===== src/rtl/fp_add_normaliser_pipe_if.sv =====
// Stream interface for the floating-point post-addition normaliser.
// The master side produces raw adder beats and consumes normalised results.
// The slave side is the normaliser pipeline itself.
interface fp_add_normaliser_pipe_if #(
  parameter int EXP_W = 8,
  parameter int MAN_W = 25
);
  logic             in_valid;
  logic             in_ready;
  logic [EXP_W-1:0] in_e;
  logic [MAN_W-1:0] in_m;
  logic             out_valid;
  logic             out_ready;
  logic [EXP_W-1:0] out_e;
  logic [MAN_W-1:0] out_m;
  logic             out_zero;
  logic             out_ovf;
  logic             out_unf;

  modport master (
    output in_valid, in_e, in_m, out_ready,
    input  in_ready, out_valid, out_e, out_m, out_zero, out_ovf, out_unf
  );

  modport slave (
    input  in_valid, in_e, in_m, out_ready,
    output in_ready, out_valid, out_e, out_m, out_zero, out_ovf, out_unf
  );
endinterface


===== src/rtl/fp_add_normaliser_pipe.sv =====
// Two-stage post-addition normaliser with valid/ready handshake.
// Stage 1 classifies the raw adder result (carry, zero, leading-zero count).
// Stage 2 shifts mantissa and adjusts exponent, flagging zero/overflow/underflow.
// Optional feature: define FP_NORM_DENORM_EN to produce gradual denormals on
// underflow; otherwise underflowing results are flushed to zero.
module fp_add_normaliser_pipe #(
  parameter int EXP_W = 8,
  parameter int MAN_W = 25
) (
  input logic                     clk,
  input logic                     rst_n,
  fp_add_normaliser_pipe_if.slave bus
);

  localparam int LZC_W = $clog2(MAN_W);
  localparam int XE_W  = EXP_W + 1;
  localparam logic [XE_W-1:0] E_MAX = {1'b0, {EXP_W{1'b1}}};

  logic             s1_en;
  logic             s2_en;

  logic             s1_valid;
  logic [EXP_W-1:0] s1_e;
  logic [MAN_W-1:0] s1_m;
  logic             s1_carry;
  logic             s1_zero;
  logic [LZC_W-1:0] s1_lzc;

  logic [LZC_W-1:0] lzc_next;

  logic             s2_valid;
  logic [EXP_W-1:0] s2_e;
  logic [MAN_W-1:0] s2_m;
  logic             s2_zero;
  logic             s2_ovf;
  logic             s2_unf;

  logic [EXP_W-1:0] nx_e;
  logic [MAN_W-1:0] nx_m;
  logic             nx_zero;
  logic             nx_ovf;
  logic             nx_unf;
  logic [XE_W-1:0]  e_ext;
  logic [XE_W-1:0]  e_inc;
`ifdef FP_NORM_DENORM_EN
  logic [EXP_W-1:0] den_sh;
`endif

  // A stage may load when its own slot is free or is being drained downstream.
  assign s2_en         = !s2_valid || bus.out_ready;
  assign s1_en         = !s1_valid || s2_en;
  assign bus.in_ready  = s1_en;
  assign bus.out_valid = s2_valid;
  assign bus.out_e     = s2_e;
  assign bus.out_m     = s2_m;
  assign bus.out_zero  = s2_zero;
  assign bus.out_ovf   = s2_ovf;
  assign bus.out_unf   = s2_unf;

  // Leading-zero count below the carry bit; highest set bit wins, all-zero gives MAN_W-1.
  always_comb begin
    lzc_next = LZC_W'(MAN_W - 1);
    for (int i = 0; i <= MAN_W - 2; i++) begin
      if (bus.in_m[i]) begin
        lzc_next = LZC_W'(MAN_W - 2 - i);
      end
    end
  end

  // Stage 1 register: capture the raw beat together with its classification.
  always_ff @(posedge clk or negedge rst_n) begin
    if (!rst_n) begin
      s1_valid <= 1'b0;
      s1_e     <= '0;
      s1_m     <= '0;
      s1_carry <= 1'b0;
      s1_zero  <= 1'b0;
      s1_lzc   <= '0;
    end else if (s1_en) begin
      s1_valid <= bus.in_valid;
      if (bus.in_valid) begin
        s1_e     <= bus.in_e;
        s1_m     <= bus.in_m;
        s1_carry <= bus.in_m[MAN_W-1];
        s1_zero  <= (bus.in_m == '0);
        s1_lzc   <= lzc_next;
      end
    end
  end

  // Stage 2 adjust: priority zero, carry, already normal, left shift, underflow.
  always_comb begin
    e_ext   = {1'b0, s1_e};
    e_inc   = e_ext + XE_W'(1);
    nx_e    = s1_e;
    nx_m    = s1_m;
    nx_zero = 1'b0;
    nx_ovf  = 1'b0;
    nx_unf  = 1'b0;
`ifdef FP_NORM_DENORM_EN
    den_sh  = (s1_e == '0) ? '0 : s1_e - EXP_W'(1);
`endif
    if (s1_zero) begin
      nx_e    = '0;
      nx_m    = '0;
      nx_zero = 1'b1;
    end else if (s1_carry) begin
      // An exponent already at infinity is treated as overflow too, so nothing wraps.
      if (e_inc >= E_MAX) begin
        nx_e   = '1;
        nx_m   = '0;
        nx_ovf = 1'b1;
      end else begin
        nx_e = e_inc[EXP_W-1:0];
        nx_m = (s1_m >> 1) | MAN_W'(s1_m[0]);
      end
    end else if (s1_m[MAN_W-2]) begin
      nx_e = s1_e;
      nx_m = s1_m;
    end else if (XE_W'(s1_lzc) < e_ext) begin
      nx_m = s1_m << s1_lzc;
      nx_e = s1_e - EXP_W'(s1_lzc);
    end else begin
      nx_unf = 1'b1;
`ifdef FP_NORM_DENORM_EN
      nx_e    = '0;
      nx_m    = s1_m << den_sh;
      nx_zero = (nx_m == '0);
`else
      nx_e    = '0;
      nx_m    = '0;
      nx_zero = 1'b1;
`endif
    end
  end

  // Stage 2 register: holds the presented result steady while the consumer stalls.
  always_ff @(posedge clk or negedge rst_n) begin
    if (!rst_n) begin
      s2_valid <= 1'b0;
      s2_e     <= '0;
      s2_m     <= '0;
      s2_zero  <= 1'b0;
      s2_ovf   <= 1'b0;
      s2_unf   <= 1'b0;
    end else if (s2_en) begin
      s2_valid <= s1_valid;
      if (s1_valid) begin
        s2_e    <= nx_e;
        s2_m    <= nx_m;
        s2_zero <= nx_zero;
        s2_ovf  <= nx_ovf;
        s2_unf  <= nx_unf;
      end
    end
  end

endmodule


===== src/flat_wrapper.sv =====
// flat-port wrapper written by rule: the top's interface ports become plain ports
module fp_add_normaliser_pipe_flat 
#(
  parameter int EXP_W = 8,
  parameter int MAN_W = 25
)
  (clk, rst_n, bus_in_valid, bus_in_e, bus_in_m, bus_out_ready, bus_in_ready, bus_out_valid, bus_out_e, bus_out_m, bus_out_zero, bus_out_ovf, bus_out_unf);
  fp_add_normaliser_pipe_if #(.EXP_W(EXP_W), .MAN_W(MAN_W)) bus_i ();
  input logic clk;
  input logic rst_n;
  input wire logic [$bits(bus_i.in_valid)-1:0] bus_in_valid;
  input wire logic [$bits(bus_i.in_e)-1:0] bus_in_e;
  input wire logic [$bits(bus_i.in_m)-1:0] bus_in_m;
  input wire logic [$bits(bus_i.out_ready)-1:0] bus_out_ready;
  output wire logic [$bits(bus_i.in_ready)-1:0] bus_in_ready;
  output wire logic [$bits(bus_i.out_valid)-1:0] bus_out_valid;
  output wire logic [$bits(bus_i.out_e)-1:0] bus_out_e;
  output wire logic [$bits(bus_i.out_m)-1:0] bus_out_m;
  output wire logic [$bits(bus_i.out_zero)-1:0] bus_out_zero;
  output wire logic [$bits(bus_i.out_ovf)-1:0] bus_out_ovf;
  output wire logic [$bits(bus_i.out_unf)-1:0] bus_out_unf;
  assign bus_i.in_valid = bus_in_valid;
  assign bus_i.in_e = bus_in_e;
  assign bus_i.in_m = bus_in_m;
  assign bus_i.out_ready = bus_out_ready;
  assign bus_in_ready = bus_i.in_ready;
  assign bus_out_valid = bus_i.out_valid;
  assign bus_out_e = bus_i.out_e;
  assign bus_out_m = bus_i.out_m;
  assign bus_out_zero = bus_i.out_zero;
  assign bus_out_ovf = bus_i.out_ovf;
  assign bus_out_unf = bus_i.out_unf;
  fp_add_normaliser_pipe #(.EXP_W(EXP_W), .MAN_W(MAN_W)) u_core (.clk(clk), .rst_n(rst_n), .bus(bus_i));
endmodule

===== config.mk =====
export PLATFORM = sky130hd
export DESIGN_NAME = fp_add_normaliser_pipe_flat
export DESIGN_NICKNAME = d
export VERILOG_FILES = /design/src/rtl/fp_add_normaliser_pipe_if.sv /design/src/rtl/fp_add_normaliser_pipe.sv /design/src/flat_wrapper.sv
export SDC_FILE = /design/constraint.sdc
export NUM_CORES = 1
export LEC_CHECK = 0
export BUFFER_PORTS_ARGS = -buffer_cell sky130_fd_sc_hd__clkbuf_2
export CAP_MARGIN = 20
export CELL_PAD_IN_SITES_DETAIL_PLACEMENT = 0
export CELL_PAD_IN_SITES_GLOBAL_PLACEMENT = 1
export CORE_ASPECT_RATIO = 1.5
export CORE_UTILIZATION = 30
export DETAILED_ROUTE_END_ITERATION = 10
export GPL_ROUTABILITY_DRIVEN = 0
export PLACE_DENSITY = 0.61
export SLEW_MARGIN = 25
export SYNTH_ARGS = -nofsm -noshare
export SYNTH_HDL_FRONTEND = slang
export SYNTH_SLANG_ARGS = --single-unit

===== constraint.sdc =====
create_clock -name clk -period 2.9 [get_ports clk]
set_input_delay 0.58 -clock clk [delete_from_list [all_inputs] [get_ports clk]]
set_output_delay 0.58 -clock clk [all_outputs]
set_load 0.02 [all_outputs]

==> results.json, run 1 <==
{
  "status": "complete, but fails checks",
  "violations": "design-rule violations",
  "antenna_left": 0,
  "area_growth_pct": 17.4,
  "synth_edf_count": 0,
  "post_drt_wl_per_cell_um": 19.4,
  "leakage_nw": 2.76,
  "max_freq_mhz": 383,
  "ios": 75,
  "h-tree-depth": 3,
  "dr.pass1.iters": 10,
  "antenna_found_initial": 0,
  "grt_pass1_wl_mm": 29.1,
  "cts_buffer_depth": 2,
  "synthTopCellsByArea": "dfrtp_1 (35%), nand2_1 (9.0%), mux4_2 (4.1%), mux2i_1 (3.9%), mux2_2 (3.3%)",
  "dp_cells": 916,
  "hold_viol": 0,
  "grt_usage_pct": 19.9,
  "yosysTopAreaCell": "dfrtp_1",
  "synth-seq-cells": 77,
  "layout-drive-gt1-share_pct": 21.0,
  "tightestPinTransition_ns": 0.708,
  "fin_cells": 932,
  "antenna_cells": 0,
  "die_w_um": 112,
  "arrival_ns": 2.86,
  "post-route-drc-count": 6,
  "yosysMostFrequentCell": "nand2_1",
  "topRoutingLayerUsed": "met4",
  "wl_met3_um": 966,
  "worstSetupEndpointType": "flop",
  "wl_met2_mm": 8.87,
  "syn_nets": 693,
  "fin_crit_ns": 2.61,
  "cts_hold_buffers": 0,
  "via_per_inst": 5.62,
  "ys_top_cells_by_count": "nand2_1 (131), dfrtp_1 (77), nor2_1 (47)",
  "drt-initial-drc-count": 508,
  "ys_async_sr_fraction_pct": 100,
  "path_max_fanout": 8,
  "synth_seq_area_share_pct": 35.4,
  "routed_wl_mm": 18.1,
  "fin_ws_ns": 0.289,
  "critPathKind": "reg2reg",
  "wl_met1_mm": 7.81,
  "syn_area_um2": 5440,
  "design_area_um2": 6390,
  "dpl.hpwl_mm": 13.9,
  "synth.distinct_cells": 69,
  "root_buffer": "clkbuf_16",
  "cts_buffers": 9,
  "slew_headroom_pct": 52.8,
  "worstSkewPairLatency_ns": 0.35,
  "grt_overflow": 0,
  "finalSetupTns_ns": 0,
  "yosysWarningCount": 0,
  "synth.avg_cell_area_um2": 8.40,
  "power.density_nw_per_um2": 676,
  "nets": 755,
  "io_buffers": 74,
  "postPlaceCellArea_um2": 6070,
  "synthFlopType": "dfrtp_1",
  "final.period_utilization_pct": 90.0,
  "setup_viol": 0,
  "syn_inst": 648,
  "finalMaxSlewViolations": 0,
  "grt_max_degree": 78,
  "initial_core_util_pct": 30.5,
  "critical_path_required_ns": 3.15,
  "cts_sinks": 77,
  "core_area_um2": 17900,
  "grt_setup_unrepaired": "no",
  "synth_top_area_share_pct": 35.4,
  "skew_ns": 0.0134,
  "drv_cap": 0,
  "die_y_um": 167,
  "num_rows": 60,
  "ir_drop_mv": 0.243,
  "die_area_um2": 18700,
  "holdCritPathClass": "in2async",
  "detailedPlace.worstSlack_ns": 0.207,
  "num_vias": 5240,
  "grt_pass1_vias": 5164,
  "cts_tree": "done",
  "total_power_mw": 4.32,
  "worstSetupStartpointType": "flop",
  "clkTransAtPathRegs_ns": 0.07
}
## cells by family (layout without fill, tap and decap cells)
group	after synthesis	count (layout)	share of synthesized area, %
AO/OA/AOI/OAI	184	184	22.9
XOR/XNOR	7	7	1.13
adder cells (fa/ha/maj)	8	8	1.98
buffers and inverters	64	131	4.99
flip-flops	77	77	35.4
multiplexers	52	52	12.3
AND/OR/NAND/NOR	256	256	21.3
## worst max-delay path: stages (launching register included)
cell      delay [ns]
dfrtp_1         0.46
inv_1           0.11
ha_1            0.20
inv_1           0.07
fa_1            0.20
a21o_1          0.16
a211oi_2        0.09
or3_4           0.41
nor2_1          0.43
a221oi_1        0.17
o31ai_1         0.21
## power breakdown
part / leakage, nW / total [mW] / internal, mW / switching, mW
sequential: 0.955 / 1.52 / 1.28 / 0.240
combinational: 1.66 / 1.63 / 0.638 / 0.992
clock: 0.147 / 1.17 / 0.677 / 0.489
total: 2.76 / 4.32 / 2.60 / 1.72
## final timing paths
kind                                        end  cells after the start           startpoint  slack (ns)
max                        u_core.bus.out_m[17]                     10       u_core.s1_e[0]        0.29
min                              u_core.s1_e[2]                      1                rst_n        0.27
max reg2reg                u_core.bus.out_m[17]                     10       u_core.s1_e[0]        0.29
min reg2reg                 u_core.bus.out_e[2]                      2  u_core.bus.out_e[2]        0.49
max in group asynchronous        u_core.s1_m[6]                      1                rst_n        2.15
min in group clk                 u_core.s1_e[7]                      3          bus_in_e[7]        0.42
## per-stage QoR
step / util, % / hold WS [ns]
finish: 35.8 / 0.268
detailed placement: 34.0 / 0.484
CTS: 35.7 / 0.414
global placement: 34.0 / 0.475
global route: 35.8 / 0.321
floorplan: - / 0.284
## per-layer routing
layer | vias to the layer above | track usage (%)
li1 | 2495 | -
met1 | 2511 | 26.2
met2 | 200 | 32.9
met3 | 34 | 2.55
met4 | 0 | 7.94
met5 | - | 0
## what timing repair did
item                                    in CTS  in global routing
setup buffers                                0                  0
resized for setup                            0                  2
endpoints found under the setup margin       0                  5
## layout by cell type (no fill, tap or decap), types with 5 or more instances in the layout
master,instances
a211oi_1,7
a21oi_1,28
a221oi_1,10
a22o_1,7
a32o_1,9
buf_4,23
clkbuf_16,9
clkbuf_2,73
dfrtp_1,77
ha_1,7
inv_1,14
mux2_1,5
mux2_2,16
mux2i_1,21
mux4_2,10
nand2_1,131
nand2b_1,13
nand3_1,11
nand4_1,5
nor2_1,47
nor3_1,12
nor4_1,10
o211ai_1,7
o21ai_0,31
o21ai_1,26
o22ai_1,10
o31ai_1,8
xor2_1,5
## cell type report
type	instances	area [um^2]
tap	217	272
fill	1907	11500
timing repair buffer	98	569
inverter	17	63.8
clock buffer	9	225
clock inverter	7	81.3
sequential	77	1930
multi-input combinational	507	3250
## state kept, by name, indices dropped and copies added, names as in the netlist
signal / count
u_core.bus.out_e: 8
u_core.s1_zero: 1
u_core.bus.out_unf: 1
u_core.bus.out_ovf: 1
u_core.s1_e: 8
u_core.s1_m: 24
u_core.bus.out_m: 25
u_core.bus.out_zero: 1
u_core.bus.out_valid: 1
u_core.s1_lzc: 5
u_core.s1_carry: 1
u_core.s1_valid: 1
(Power assumes the default switching activity.)
==> run 2, diff against run 1 <==
--- a/config.mk
+++ b/config.mk
@@ -5,6 +5,7 @@
 export SDC_FILE = /design/constraint.sdc
 export NUM_CORES = 1
 export LEC_CHECK = 0
+export ABC_AREA = 1
 export BUFFER_PORTS_ARGS = -buffer_cell sky130_fd_sc_hd__clkbuf_2
 export CAP_MARGIN = 20
 export CELL_PAD_IN_SITES_DETAIL_PLACEMENT = 0
@@ -13,8 +14,9 @@
 export CORE_UTILIZATION = 30
 export DETAILED_ROUTE_END_ITERATION = 10
 export GPL_ROUTABILITY_DRIVEN = 0
-export PLACE_DENSITY = 0.61
+export PLACE_DENSITY = 0.64
 export SLEW_MARGIN = 25
 export SYNTH_ARGS = -nofsm -noshare
 export SYNTH_HDL_FRONTEND = slang
 export SYNTH_SLANG_ARGS = --single-unit
+export TNS_END_PERCENT = 5
==> results.json, run 2 <==
{
  "status": "complete, no violations",
  "initial_core_util_pct": 31.0,
  "cts_hold_buffers": 0,
  "slew_headroom_pct": 51.6,
  "cts-resized-gates": 0,
  "cts_sinks": 77,
  "setup_viol": 0,
  "max_freq_mhz": 372,
  "crit_path_top_delay_cell": "dfrtp_1",
  "largest_reg_flops": 25,
  "grt_pass1_wl_mm": 26.5,
  "r2r_cells": 16,
  "register_area_um2": 1930,
  "grt_pass1_vias": 5040,
  "area_growth_pct": 18.4,
  "num_rows": 57,
  "syn_area_um2": 5070,
  "detailedPlace.worstSlack_ns": 0.205,
  "die_y_um": 161,
  "hold_slack_ns": 0.257,
  "fin_ws_ns": 0.214,
  "critPathKind": "reg2reg",
  "synth_fa_ha_area_share_pct": 2.12,
  "fin_crit_ns": 2.69,
  "synth.avg_cell_area_um2": 7.04,
  "synth_edf_count": 0,
  "grt_max_degree": 78,
  "root_buffer": "clkbuf_16",
  "clkTransAtPathRegs_ns": 0.06,
  "synth_top_family_by_area": "compound AO/OA/AOI/OAI gates",
  "syn_nets": 765,
  "ios": 75,
  "tightestPinTransition_ns": 0.726,
  "worstSkewPairLatency_ns": 0.35,
  "multi_input_area_um2": 2700,
  "core_area_um2": 16300,
  "cts_buffer_depth": 2,
  "drv_cap": 0,
  "die_area_um2": 17400,
  "postCtsSetupRepairBufs": 0,
  "dpl.hpwl_mm": 12.5,
  "grt_setup_unrepaired": "yes",
  "antenna_cells": 0,
  "power.share.clock_pct": 28.2,
  "holdCritPathClass": "in2async",
  "synth_xor_area_share_pct": 0.864,
  "worstSetupStartpointType": "flop",
  "path_depth": 16,
  "crit_chain": "inv_2 -> ha_1 -> inv_1 -> fa_1 -> nand3_1 -> nand2_1 -> nand2_1 -> nand3_1 -> o31ai_1 -> nand2_1 -> nand2_2 -> buf_4 -> nor2_1 -> a211oi_1 -> nor2_1 -> a22o_1",
  "worstSetupEndpointType": "flop",
  "internal_power_mw": 2.69,
  "p_comb_share_pct": 37.1,
  "path_buf_inv": 3,
  "synth-compound-area-share_pct": 25.2,
  "rr_endpoint": "u_core.bus.out_e[4]",
  "p_seq_share_pct": 34.6,
  "die_w_um": 108,
  "synth-simple-area-share_pct": 23.3,
  "yosysMostFrequentCell": "nand2_1",
  "hold_viol": 0,
  "nets": 829,
  "postLayoutCoreUtil_pct": 36.7,
  "io_buffers": 74,
  "layout-drive-gt1-share_pct": 15.0,
  "drt-initial-drc-count": 333,
  "final.period_utilization_pct": 92.6,
  "crit_top_cell": "nand2_1",
  "leakage_nw": 2.89,
  "post-route-drc-count": 0,
  "dr.pass1.iters": 5,
  "antenna_found_initial": 0,
  "grt_usage_pct": 19.8,
  "yosysTopAreaCell": "dfrtp_1",
  "rrSetupSlack_ns": 0.21,
  "antenna_left": 0,
  "startpoint": "u_core.s1_e[0]",
  "synth_top_area_share_pct": 38.0,
  "synth.mux.area_fraction_pct": 1.58,
  "critPathTopFamily": "simple AND/OR/NAND/NOR gates",
  "final_common_cell": "nand2_1",
  "cts_tree": "done",
  "cts_buffers": 9,
  "skew_ns": 0.00704,
  "post_drt_wl_per_cell_um": 16.7,
  "synthTopCellsByArea": "dfrtp_1 (38%), nand2_1 (16%), o21ai_0 (14%), inv_1 (4.8%), nor2_1 (3.1%)",
  "path_max_fanout": 7,
  "synthFlopType": "dfrtp_1",
  "h-tree-depth": 3,
  "finalMaxSlewViolations": 0,
  "power.density_nw_per_um2": 752,
  "via_per_inst": 5.15,
  "final_cell_mix": "nand2_1 (210), o21ai_0 (136), dfrtp_1 (77)",
  "ir_drop_mv": 0.278,
  "fill_cells": 1797,
  "ys_top_cells_by_count": "nand2_1 (210), o21ai_0 (137), dfrtp_1 (77)",
  "ys_async_sr_fraction_pct": 100,
  "synth.distinct_cells": 39,
  "rr_startpoint": "u_core.s1_e[0]",
  "grt_overflow": 0,
  "routed_wl_mm": 16.6,
  "max_stage_delay_ns": 0.41,
  "critical_path.endpoint": "u_core.bus.out_e[4]",
  "yosysWarningCount": 0,
  "p_sw_mw": 1.82,
  "synth-seq-cells": 77,
  "critical_path_required_ns": 3.13,
  "arrival_ns": 2.92,
  "num_vias": 5123,
  "p_sw_share_pct": 40.4,
  "syn_inst": 720,
  "synth_seq_area_share_pct": 38.0
}
## run 2: cell families (layout without fill, tap and decap cells)
logic type               after synthesis  in the layout
flip-flops                            77             77
AND/OR/NAND/NOR                      290            290
AO/OA/AOI/OAI                        221            221
adder cells (fa/ha/maj)                8              8
multiplexers                           8              8
XOR/XNOR                               5              5
buffers and inverters                111            180
## run 2: final cells by class
type / count / area share (%)
clock inverter: 5 / 1.36
timing repair buffer: 92 / 8.53
sequential: 77 / 32.1
multi-input combinational: 532 / 44.9
clock buffer: 11 / 4.21
tap: 206 / 4.30
inverter: 72 / 4.57
## run 2: through the flow
| stage | cells | cell area, um^2 | total power, mW | setup TNS [ns] |
|---|---|---|---|---|
| global placement | 979 | 5650 | 3.24 | 0 |
| CTS | 995 | 5990 | 4.55 | 0 |
| global route | 995 | 6000 | 4.80 | -0.123 |
| detailed placement | 979 | 5650 | 3.26 | 0 |
| floorplan | 720 | 5070 | 2.63 | 0 |
| finish | 995 | 6000 | 4.51 | 0 |
## run 2: routing by layer
layer / part of all wire [%] / vias up / GRT usage, %
met5: 0 / - / 0
met4: 2.6 / 0 / 7.78
met3: 4.2 / 29 / 2.46
met2: 49 / 143 / 33.4
met1: 44 / 2397 / 25.4
li1: - / 2554 / -
## run 2: power by group through the flow
stage	Combinational, mW	Sequential, mW	Clock (mW)
finish	1.67	1.56	1.27
CTS	1.68	1.56	1.30
floorplan	0.894	1.74	0
global route	1.87	1.60	1.34
detailed placement	1.68	1.58	0
global placement	1.67	1.58	0
## run 2: worst min-delay path by stage
stage | slack (ns) | endpoint | start | depth (start not counted)
finish | 0.26 | u_core.bus.out_m[6] | rst_n | 1
global route | 0.34 | u_core.bus.out_m[6] | rst_n | 1
CTS | 0.43 | u_core.s1_e[4] | bus_in_e[4] | 3
detailed placement | 0.47 | u_core.bus.out_e[2] | u_core.bus.out_e[2] | 2
global placement | 0.47 | u_core.bus.out_e[2] | u_core.bus.out_e[2] | 2
floorplan | 0.28 | u_core.bus.out_e[0] | rst_n | 0
==> run 3, diff against run 2 <==
--- a/config.mk
+++ b/config.mk
@@ -14,7 +14,7 @@
 export CORE_UTILIZATION = 30
 export DETAILED_ROUTE_END_ITERATION = 10
 export GPL_ROUTABILITY_DRIVEN = 0
-export PLACE_DENSITY = 0.64
+export PLACE_DENSITY = 0.69
 export SLEW_MARGIN = 25
 export SYNTH_ARGS = -nofsm -noshare
 export SYNTH_HDL_FRONTEND = slang
==> results.json, run 3 (same netlist as run 2, synthesis figures left out) <==
{
  "status": "complete, no violations",
  "critical_path_required_ns": 3.13,
  "initial_core_util_pct": 31.0,
  "grt_usage_pct": 19.3,
  "die_area_um2": 17400,
  "grt_overflow": 0,
  "grt_pass1_wl_mm": 26.1,
  "h-tree-depth": 3,
  "cts_buffers": 9,
  "ir_drop_mv": 0.225,
  "grt_setup_unrepaired": "no",
  "num_vias": 5107,
  "final_common_cell": "nand2_1",
  "routed_wl_mm": 15.8,
  "finalMaxSlewViolations": 0,
  "antenna_cells": 0,
  "via_per_inst": 5.13,
  "critPathKind": "reg2reg",
  "clkTransAtPathRegs_ns": 0.06,
  "drv_cap": 0,
  "total_power_mw": 4.43,
  "dp_cells": 980,
  "postCtsSetupRepairBufs": 0,
  "nets": 830,
  "die_w_um": 108,
  "worstSetupEndpointType": "flop",
  "power.density_nw_per_um2": 740,
  "arrival_ns": 2.90,
  "hold_viol": 0,
  "ios": 75,
  "die_y_um": 161,
  "root_buffer": "clkbuf_16",
  "cts-resized-gates": 0,
  "design_area_um2": 5990,
  "leakage_nw": 2.89,
  "postLayoutCoreUtil_pct": 36.7,
  "cts_hold_buffers": 0,
  "num_rows": 57,
  "largest_reg_flops": 25,
  "area_growth_pct": 18.2,
  "finalSetupTns_ns": 0,
  "post-route-drc-count": 0,
  "holdCritPathClass": "in2async",
  "layout-drive-gt1-share_pct": 14.8,
  "post_drt_wl_per_cell_um": 15.9,
  "fin_ws_ns": 0.226,
  "drt-initial-drc-count": 276,
  "dpl.hpwl_mm": 12.2,
  "final_cell_mix": "nand2_1 (210), o21ai_0 (137), dfrtp_1 (77)",
  "tightestPinTransition_ns": 0.784,
  "antenna_left": 0,
  "cts_buffer_depth": 2,
  "max_freq_mhz": 374,
  "cts_tree": "done",
  "fin_crit_ns": 2.67,
  "worstSetupStartpointType": "flop",
  "io_buffers": 74,
  "skew_ns": 0.00908,
  "final.period_utilization_pct": 92.2,
  "grt_pass1_vias": 5024,
  "slew_headroom_pct": 47.7,
  "hold_slack_ns": 0.266,
  "postPlaceCellArea_um2": 5660,
  "grt_max_degree": 78,
  "core_area_um2": 16300,
  "dr.pass1.iters": 5,
  "worstSkewPairLatency_ns": 0.34,
  "antenna_found_initial": 0,
  "fin_cells": 995,
  "path_max_fanout": 10,
  "cts_sinks": 77,
  "setup_viol": 0,
  "detailedPlace.worstSlack_ns": 0.137
}
-- run 3: final cells by class --
cell class	count	area [um^2]
clock buffers	11	243
clock inverters	4	72.6
flip-flops and latches	77	1930
repair buffers	93	519
well taps	206	258
fillers	1747	10300
multi-input cells	532	2700
inverters	72	274
-- run 3: path summary, 6_finish.rpt --
path | from | endpoint | slack (ns) | cells past startpoint
worst max-delay path | u_core.s1_e[0] | u_core.bus.out_m[14] | 0.23 | 15
worst min-delay path | rst_n | u_core.s1_m[6] | 0.27 | 1
worst max register to register | u_core.s1_e[0] | u_core.bus.out_m[14] | 0.23 | 15
worst min register to register | u_core.bus.out_ovf | u_core.bus.out_ovf | 0.48 | 2
max in group asynchronous | rst_n | u_core.s1_e[0] | 2.17 | 1
min in group clk | bus_in_e[7] | u_core.s1_e[7] | 0.44 | 3
-- run 3: per-layer routing --
| layer | wire length (um) | vias to the layer above | global-route usage (%) |
|---|---|---|---|
| met5 | 0 | - | 0 |
| met2 | 7590 | 122 | 31.0 |
| li1 | - | 2559 | - |
| met3 | 591 | 31 | 2.78 |
| met4 | 493 | 0 | 8.41 |
| met1 | 7140 | 2395 | 25.5 |
-- run 3: critical path: stages, from the launching register on --
cell        delay, ns
dfrtp_1          0.41
inv_2            0.13
ha_1             0.19
inv_1            0.06
fa_1             0.41
nand3_1          0.11
nand2_1          0.06
nand2_1          0.10
nand3_1          0.08
o31ai_1          0.09
nand2_1          0.16
nand2_4          0.17
nor2_8           0.07
clkinvlp_4       0.14
o21ai_0          0.12
a32o_1           0.25
-- run 3: report_power, final --
part	internal [mW]	switching (mW)	leakage (nW)
clock	0.771	0.439	0.152
sequential	1.33	0.225	0.955
combinational	0.555	1.11	1.78
total	2.66	1.78	2.89
